File: config.mk
export PLATFORM = sky130hd
export DESIGN_NAME = sad_min_search_flat
export DESIGN_NICKNAME = d
export VERILOG_FILES = /design/src/rtl/sad_min_search_pkg.sv /design/src/rtl/sad_min_search_if.sv /design/src/rtl/sad_min_search.sv /design/src/flat_wrapper.sv
export SDC_FILE = /design/constraint.sdc
export NUM_CORES = 1
export LEC_CHECK = 0
export ABC_AREA = 1
export BUFFER_PORTS_ARGS = -buffer_cell sky130_fd_sc_hd__buf_2
export CELL_PAD_IN_SITES_DETAIL_PLACEMENT = 1
export CELL_PAD_IN_SITES_GLOBAL_PLACEMENT = 2
export CORE_ASPECT_RATIO = 0.8
export CORE_MARGIN = 2
export CORE_UTILIZATION = 33
export CTS_CLUSTER_DIAMETER = 100
export DETAILED_ROUTE_END_ITERATION = 6
export GPL_ROUTABILITY_DRIVEN = 0
export PLACE_DENSITY_LB_ADDON = 0.3
export SYNTH_ARGS = -nofsm -noshare
export SYNTH_HDL_FRONTEND = slang
export SYNTH_SLANG_ARGS = --single-unit
File: constraint.sdc
create_clock -name Clk -period 3.9 [get_ports Clk]
set_input_delay 0.39 -clock Clk [delete_from_list [all_inputs] [get_ports Clk]]
set_output_delay 0.39 -clock Clk [all_outputs]
set_load 0.03 [all_outputs]
File: src/rtl/sad_min_search_pkg.sv
// Shared state encoding and C-memory geometry for the SAD engine and the
// minimum-search block that consumes its result memory.
package sad_min_search_pkg;

  localparam int N_ENTRIES = 128;
  localparam int ADDR_W    = 7;
  localparam int DATA_W    = 32;
  localparam int K_W       = ADDR_W + 1;

  localparam logic [K_W-1:0] K_LAST = K_W'(N_ENTRIES - 1);

  typedef enum logic [2:0] {
    S_IDLE  = 3'd0,
    S_INIT  = 3'd1,
    S_ISSUE = 3'd2,
    S_WAIT  = 3'd3,
    S_CMP   = 3'd4,
    S_FIN   = 3'd5
  } state_t;

endpackage

File: src/rtl/sad_min_search_if.sv
// Control, C-memory read port and result signals of the minimum search.
interface sad_min_search_if;
  import sad_min_search_pkg::*;

  logic              Go;
  logic [DATA_W-1:0] C_Data;
  logic [ADDR_W-1:0] C_Addr;
  logic              C_RW;
  logic              C_En;
  logic              Busy;
  logic              Done;
  logic [DATA_W-1:0] Min_Out;
  logic [ADDR_W-1:0] Min_Idx;

  modport master (
    output Go, C_Data,
    input  C_Addr, C_RW, C_En, Busy, Done, Min_Out, Min_Idx
  );

  modport slave (
    input  Go, C_Data,
    output C_Addr, C_RW, C_En, Busy, Done, Min_Out, Min_Idx
  );

endinterface

File: src/rtl/sad_min_search.sv
// Scans all C-memory entries and reports the smallest SAD and its index.
// One entry per ISSUE/WAIT/CMP triple, matching the 2-cycle memory read.
module sad_min_search
  import sad_min_search_pkg::*;
(
  input  logic             Clk,
  input  logic             Rst,
  sad_min_search_if.slave  bus
);

  state_t            state_q, state_d;
  logic [K_W-1:0]    k_q, k_d;
  logic [DATA_W-1:0] min_q, min_d;
  logic [ADDR_W-1:0] idx_q, idx_d;
  logic [ADDR_W-1:0] c_addr_q, c_addr_d;
  logic              c_en_q, c_en_d;
  logic              c_rw_q, c_rw_d;
  logic              busy_q, busy_d;
  logic              done_q, done_d;
  logic [DATA_W-1:0] min_out_q, min_out_d;
  logic [ADDR_W-1:0] min_idx_q, min_idx_d;

  always_comb begin
    state_d   = state_q;
    k_d       = k_q;
    min_d     = min_q;
    idx_d     = idx_q;
    c_addr_d  = '0;
    c_en_d    = 1'b0;
    c_rw_d    = 1'b0;
    busy_d    = (state_q != S_IDLE);
    done_d    = 1'b0;
    min_out_d = min_out_q;
    min_idx_d = min_idx_q;

    case (state_q)
      S_IDLE: if (bus.Go) state_d = S_INIT;
      S_INIT: begin
        min_d   = '1;
        idx_d   = '0;
        k_d     = '0;
        state_d = S_ISSUE;
      end
      S_ISSUE: begin
        c_addr_d = k_q[ADDR_W-1:0];
        c_en_d   = 1'b1;
        state_d  = S_WAIT;
      end
      S_WAIT: state_d = S_CMP;
      S_CMP: begin
        // strict compare so ties keep the earliest index
        if (bus.C_Data < min_q) begin
          min_d = bus.C_Data;
          idx_d = k_q[ADDR_W-1:0];
        end
        if (k_q == K_LAST) begin
          state_d = S_FIN;
        end else begin
          k_d     = k_q + K_W'(1);
          state_d = S_ISSUE;
        end
      end
      S_FIN: begin
        min_out_d = min_q;
        min_idx_d = idx_q;
        done_d    = 1'b1;
        state_d   = S_IDLE;
      end
      default: state_d = S_IDLE;
    endcase
  end

  always_ff @(posedge Clk or posedge Rst) begin
    if (Rst) begin
      state_q   <= S_IDLE;
      k_q       <= '0;
      min_q     <= '0;
      idx_q     <= '0;
      c_addr_q  <= '0;
      c_en_q    <= 1'b0;
      c_rw_q    <= 1'b0;
      busy_q    <= 1'b0;
      done_q    <= 1'b0;
      min_out_q <= '0;
      min_idx_q <= '0;
    end else begin
      state_q   <= state_d;
      k_q       <= k_d;
      min_q     <= min_d;
      idx_q     <= idx_d;
      c_addr_q  <= c_addr_d;
      c_en_q    <= c_en_d;
      c_rw_q    <= c_rw_d;
      busy_q    <= busy_d;
      done_q    <= done_d;
      min_out_q <= min_out_d;
      min_idx_q <= min_idx_d;
    end
  end

  assign bus.C_Addr  = c_addr_q;
  assign bus.C_En    = c_en_q;
  assign bus.C_RW    = c_rw_q;
  assign bus.Busy    = busy_q;
  assign bus.Done    = done_q;
  assign bus.Min_Out = min_out_q;
  assign bus.Min_Idx = min_idx_q;

endmodule

File: src/flat_wrapper.sv
// flat-port wrapper written by rule: the top's interface ports become plain ports
module sad_min_search_flat import sad_min_search_pkg::*;
  (Clk, Rst, bus_Go, bus_C_Data, bus_C_Addr, bus_C_RW, bus_C_En, bus_Busy, bus_Done, bus_Min_Out, bus_Min_Idx);
  sad_min_search_if bus_i ();
  input  logic Clk;
  input  logic Rst;
  input wire logic [$bits(bus_i.Go)-1:0] bus_Go;
  input wire logic [$bits(bus_i.C_Data)-1:0] bus_C_Data;
  output wire logic [$bits(bus_i.C_Addr)-1:0] bus_C_Addr;
  output wire logic [$bits(bus_i.C_RW)-1:0] bus_C_RW;
  output wire logic [$bits(bus_i.C_En)-1:0] bus_C_En;
  output wire logic [$bits(bus_i.Busy)-1:0] bus_Busy;
  output wire logic [$bits(bus_i.Done)-1:0] bus_Done;
  output wire logic [$bits(bus_i.Min_Out)-1:0] bus_Min_Out;
  output wire logic [$bits(bus_i.Min_Idx)-1:0] bus_Min_Idx;
  assign bus_i.Go = bus_Go;
  assign bus_i.C_Data = bus_C_Data;
  assign bus_C_Addr = bus_i.C_Addr;
  assign bus_C_RW = bus_i.C_RW;
  assign bus_C_En = bus_i.C_En;
  assign bus_Busy = bus_i.Busy;
  assign bus_Done = bus_i.Done;
  assign bus_Min_Out = bus_i.Min_Out;
  assign bus_Min_Idx = bus_i.Min_Idx;
  sad_min_search u_core (.Clk(Clk), .Rst(Rst), .bus(bus_i));
endmodule
After elaboration in Yosys (flattened, before gate mapping)
Cells that the tools add are included.
{"block": "word_totals", "ff_bits": 99, "in_bits": 35, "output_inout_bits": 50}
{"block": "op_classes", "addsub": 1, "order_cmp": 1, "eq_ne": 9, "muxes": 12, "reduce_logical": 5}
{"op": "$pmux 32 s2", "count": 1}
{"op": "$lt 32x32->1", "count": 1}
{"op": "$mux 32", "count": 1}
{"op": "$pmux 8 s2", "count": 1}
{"op": "$pmux 3 s5", "count": 1}
{"op": "$mux 7", "count": 2}
{"op": "$pmux 7 s2", "count": 1}
{"op": "$add 8x1->8 const B", "count": 1}
{"op": "$eq 8x7->1 const B", "count": 1}
{"op": "$mux 8", "count": 1}
{"op": "$eq 3x2->1 const B", "count": 2}
{"op": "$eq 3x3->1 const B", "count": 2}
{"op": "$mux 3", "count": 2}
{"op": "$ne 2x2->1 const B", "count": 2}
{"op": "$reduce_and 2->1", "count": 2}
{"op": "$eq 3x1->1 const B", "count": 1}
{"op": "$logic_not 3->1", "count": 1}
{"op": "$reduce_bool 3->1", "count": 1}
{"op": "$mux 1", "count": 2}
{"op": "$ne 2x1->1 const B", "count": 1}
{"op": "$reduce_bool 2->1", "count": 1}

Longest topological paths before layout
{"block": "logic_depth", "ltp_word": 3, "mapped_depth": 17, "depth_no_buf": 15}

Least setup slack after synthesis
OpenSTA, ideal clock, no wires.
{"block": "synth_timing", "path_type": "input to register", "start": "input bus_C_Data[5]", "end": "register u_core.min_q[0]", "setup_ns": 0.117, "arrival_time_ns": 1.633, "t_required_ns": 3.783, "path_slack_ns": 2.150, "path_stages": 13, "cell_sequence": "ha_1 -> a21oi_1 -> nor2_1 -> nor3_1 -> nand2_1 -> nand2_1 -> nand2_1 -> nand2_1 -> nand2_1 -> buf_2 -> buf_6 -> nand3_1 -> nand2_1"}
{"block": "synth_via", "elab_chain_len": 3}
{"item": "start, declared", "line": "flat_wrapper.sv:8", "rtl": "input wire logic [$bits(bus_i.C_Data)-1:0] bus_C_Data;"}
{"item": "$lt 32x32->1", "line": "sad_min_search.sv:52", "rtl": "if (bus.C_Data < min_q) begin"}
{"item": "$ne 2x1->1 (no line)"}
{"item": "$reduce_and 2->1 (no line)"}
{"item": "end signal, assigned", "line": "sad_min_search.sv:89", "rtl": "min_q <= min_d;"}
{"item": "end, declared", "line": "sad_min_search.sv:13", "rtl": "logic [DATA_W-1:0] min_q, min_d;"}
Every way passes these cells.
A chain may end at the register's enable or synchronous reset.

Worst setup path in the final report
{"block": "layout_timing", "start": "register u_core.state_q[1]", "end": "register u_core.min_q[19]"}
{"block": "layout_via", "elab_chain_len": 3, "word_cells_on_any_way": 6, "classes_between": "eq/ne (3); mux (1); reduce/logical (2)"}
{"item": "start, declared", "line": "sad_min_search.sv:11", "rtl": "state_t state_q, state_d;"}
{"item": "start signal, assigned", "line": "sad_min_search.sv:87", "rtl": "state_q <= state_d;"}
{"item": "$eq 3x3->1 or $eq 3x1->1 (tied branches)", "line": "sad_min_search.sv:36", "rtl": "case (state_q)"}
{"item": "$ne 2x1->1 (no line) or $reduce_bool 2->1 (tied branches)"}
{"item": "$reduce_and 2->1 (no line)"}
Parallel ways exist; a longest one is shown, timed or not.

==> impl_results.md <==
* Status: finished, final reports clean
* GR Layer Usage met3 at roughly 4.3%
* Routed WL per cell at 14.93 um
* Htree depth at 3
* Antenna violations before repair at 0
* Vias in the first global route at 4,226
* Global-route wire length before repair at around 21,000 um
* Drt drc at 0
* Worst-margin pin slew at 1081 ps
* Most common cell in the synthesized netlist: nand2_1
* Post-synthesis async set-or-reset flop share at 100.0%
* Worst path arrival time at 2930 ps
* List of most frequent post-synthesis cells: nand2_1, dfrtp_1, inv_1, nand3_1, o21ai_0
* Crit. Startpoint: u_core.state_q[1]
* Final antenna-violating net count at 0
* Area growth, synth to finish at 19.20%
* Filler Cell Count at between 1,500 and 2,000
* Max cap viols at 0
* Clock root cell: clkbuf_16
* Crit path kind: reg -> reg
* # diodes at 0
* Final Setup Violations at 0
* Die Width at 139.0 um
* Dpl ws at 1261 ps
* Total track usage at 17.00%
* Worst EP required at 4190 ps
* Core area at 14,250 um^2
* Via density at 4.714
* Grt met1 use at 22.53%
* CTS tree: built
* Clk_lat worst skew at 360 ps
* Worst clock skew at approximately 8.1 ps
* Syn nets at 636
* Crit. End Element: flip-flop
* Worst Hold Class: in -> async
* Top fanout value on the critical path at 42
* Fin. Hold Viols at 0
* Synth area leaders: dfrtp_1, nand2_1, ha_1, nand3_1, inv_1
* Largest net degree at the start of global routing at about 70
* DP HPWL at 8452 um
* CTS sink cnt at 99
* Met2 Use GR at roughly 28%
* Leak pwr at 3.132 nW
* Crit path launch type: flip-flop
* Hold Buf Count CTS at 0
* Top Usage Layer GRT: met2
* CTS Buf Count at 9
* Min Hold Slack at 110.8 ps
* Post-Synthesis Cell Area at 4810 um^2
* Drt pass-1 iters at 4
* Vias at 3,927
* PD cells at 799.6 nW/um^2
* Nets at 711
* Worst slew margin at 27.83%
* Final Critical Period at 2638 ps
* Warnings from Yosys at 0
* Synth cell types at 26
* Grt ovf at 0
* Post-CTS sizing at 0
* Initial drt markers at about 140
* Clock Tree Buf Depth at 2
* Worst reg2reg startpoint: u_core.state_q[1]
* Final WS setup at 1262 ps
* Postcts setup bufs at 0
* Die Span Y at ~110 um
* Fraction of layout cells with a size suffix above 1 at 21.73%
* Row cnt at 39
* Slew Viols, Final at 0
* Tcrit/Tclk final at 67.63%
* Post-synth top area share at just over 50%
* Reg clk slew, reported paths at about 70 ps
* EDFF count, synth at 0
* IO buf count at 83
* Setup TNS at 0 ps
* Drt total wl at 12,440 um
* Number of top-level pins at 85
* Die ar. at approximately 16,000 um^2
* RSZ-0062 raised after global routing: false
* Starting Density at 33.75%
* FF-to-FF setup slack at ~1300 ps
* VDD IR-drop max at 350.8 uV
* Synth Flop Type: dfrtp_1
* Syn_area_per_cell at 8.453 um^2
* Post-Synthesis Cells at between 500 and 600
* Post-synth top area cell: dfrtp_1
* Post-synthesis sequential area ratio at 51.51%
* Max frequency at between 300 and 400 MHz
* Register bit total from synthesis at 99
## final timing paths
check | end | cells past startpoint
worst max-delay path | u_core.min_q[19] | 13
worst min-delay path | u_core.bus.Min_Out[17] | 2
worst max register to register | u_core.min_q[19] | 13
worst min register to register | u_core.bus.Min_Idx[4] | 2
max in group asynchronous | u_core.min_q[30] | 3
min in group Clk | u_core.state_q[0] | 3
## routing by layer
layer	vias to the layer above	part of all wire [%]
met1	1890	50
li1	1952	-
met5	-	0
met4	0	1.2
met3	14	3.6
met2	71	45
## through the flow
stage               total power, W  area (um^2)  std cells  util [%]
finish                    0.004584         5733        833     40.24
floorplan                 0.002998         4810        569         -
detailed placement        0.003543         5375        817     37.72
global placement          0.003446         5375        817     37.72
global route              0.005001         5733        833     40.24
CTS                       0.004669         5733        833     40.24
## power breakdown
group	leakage [nW]	internal, W	switching (W)
Combinational	1.71	0.000603	0.00131
Clock	0.174	0.000692	0.000393
Sequential	1.25	0.00139	0.000194
## registers in the layout, indices dropped and copies added (netlist names)
register,flops
u_core.idx_q,7
u_core.bus.Busy,1
u_core.bus.Min_Idx,7
u_core.bus.Min_Out,32
u_core.bus.Done,1
u_core.bus.C_En,1
u_core.bus.C_Addr,7
u_core.min_q,32
u_core.state_q,3
u_core.k_q,8
## worst max-delay path: stages (launching register included)
cell and delay, ps:
dfrtp_1 440, nor2_2 170, nand2_2 50, buf_4 270
inv_2 180, nand2_1 80, nor2_1 80, nand2_1 90
a21oi_1 130, nand2_1 80, nand2_1 370, buf_4 410
nand2_1 120, nand2_1 80
## cells by family (layout without fill, tap and decap cells)
kind of cell / count (synthesis) / in the layout / share of synthesized area, %
adders and majority gates: 32 / 32 / 8.325
xor gates and xnor gates: 1 / 1 / 0.1821
DFF: 99 / 99 / 51.51
and+or+nand+nor: 293 / 293 / 26.22
buffers and inverters: 81 / 161 / 6.946
AOI/OAI and AO/OA: 62 / 62 / 6.738
other: 1 / 1 / 0.07797
## cell usage in the layout (no fill, tap or decap), drive strengths merged
cell      n
a21oi    17
a31oi     3
buf      88
bufinv    4
clkbuf   11
clkinv    1
conb      1
dfrtp    99
ha       32
inv      57
nand2   178
nand3    47
nand4     2
nor2     27
nor3      8
o21ai    39
o31ai     1
o32ai     2
or2      31
xor2      1
## final cells by class
type                       count  area [um^2]  area share, %
multi-input combinational    389         1998          34.85
clock inverter                 5        125.1          2.182
tap                          184        230.2          4.016
sequential                    99         2477          43.21
timing repair buffer          88        452.9          7.900
inverter                      57        216.5          3.776
clock buffer                  11        232.7          4.059
Power figures use the tool's default switching activity.
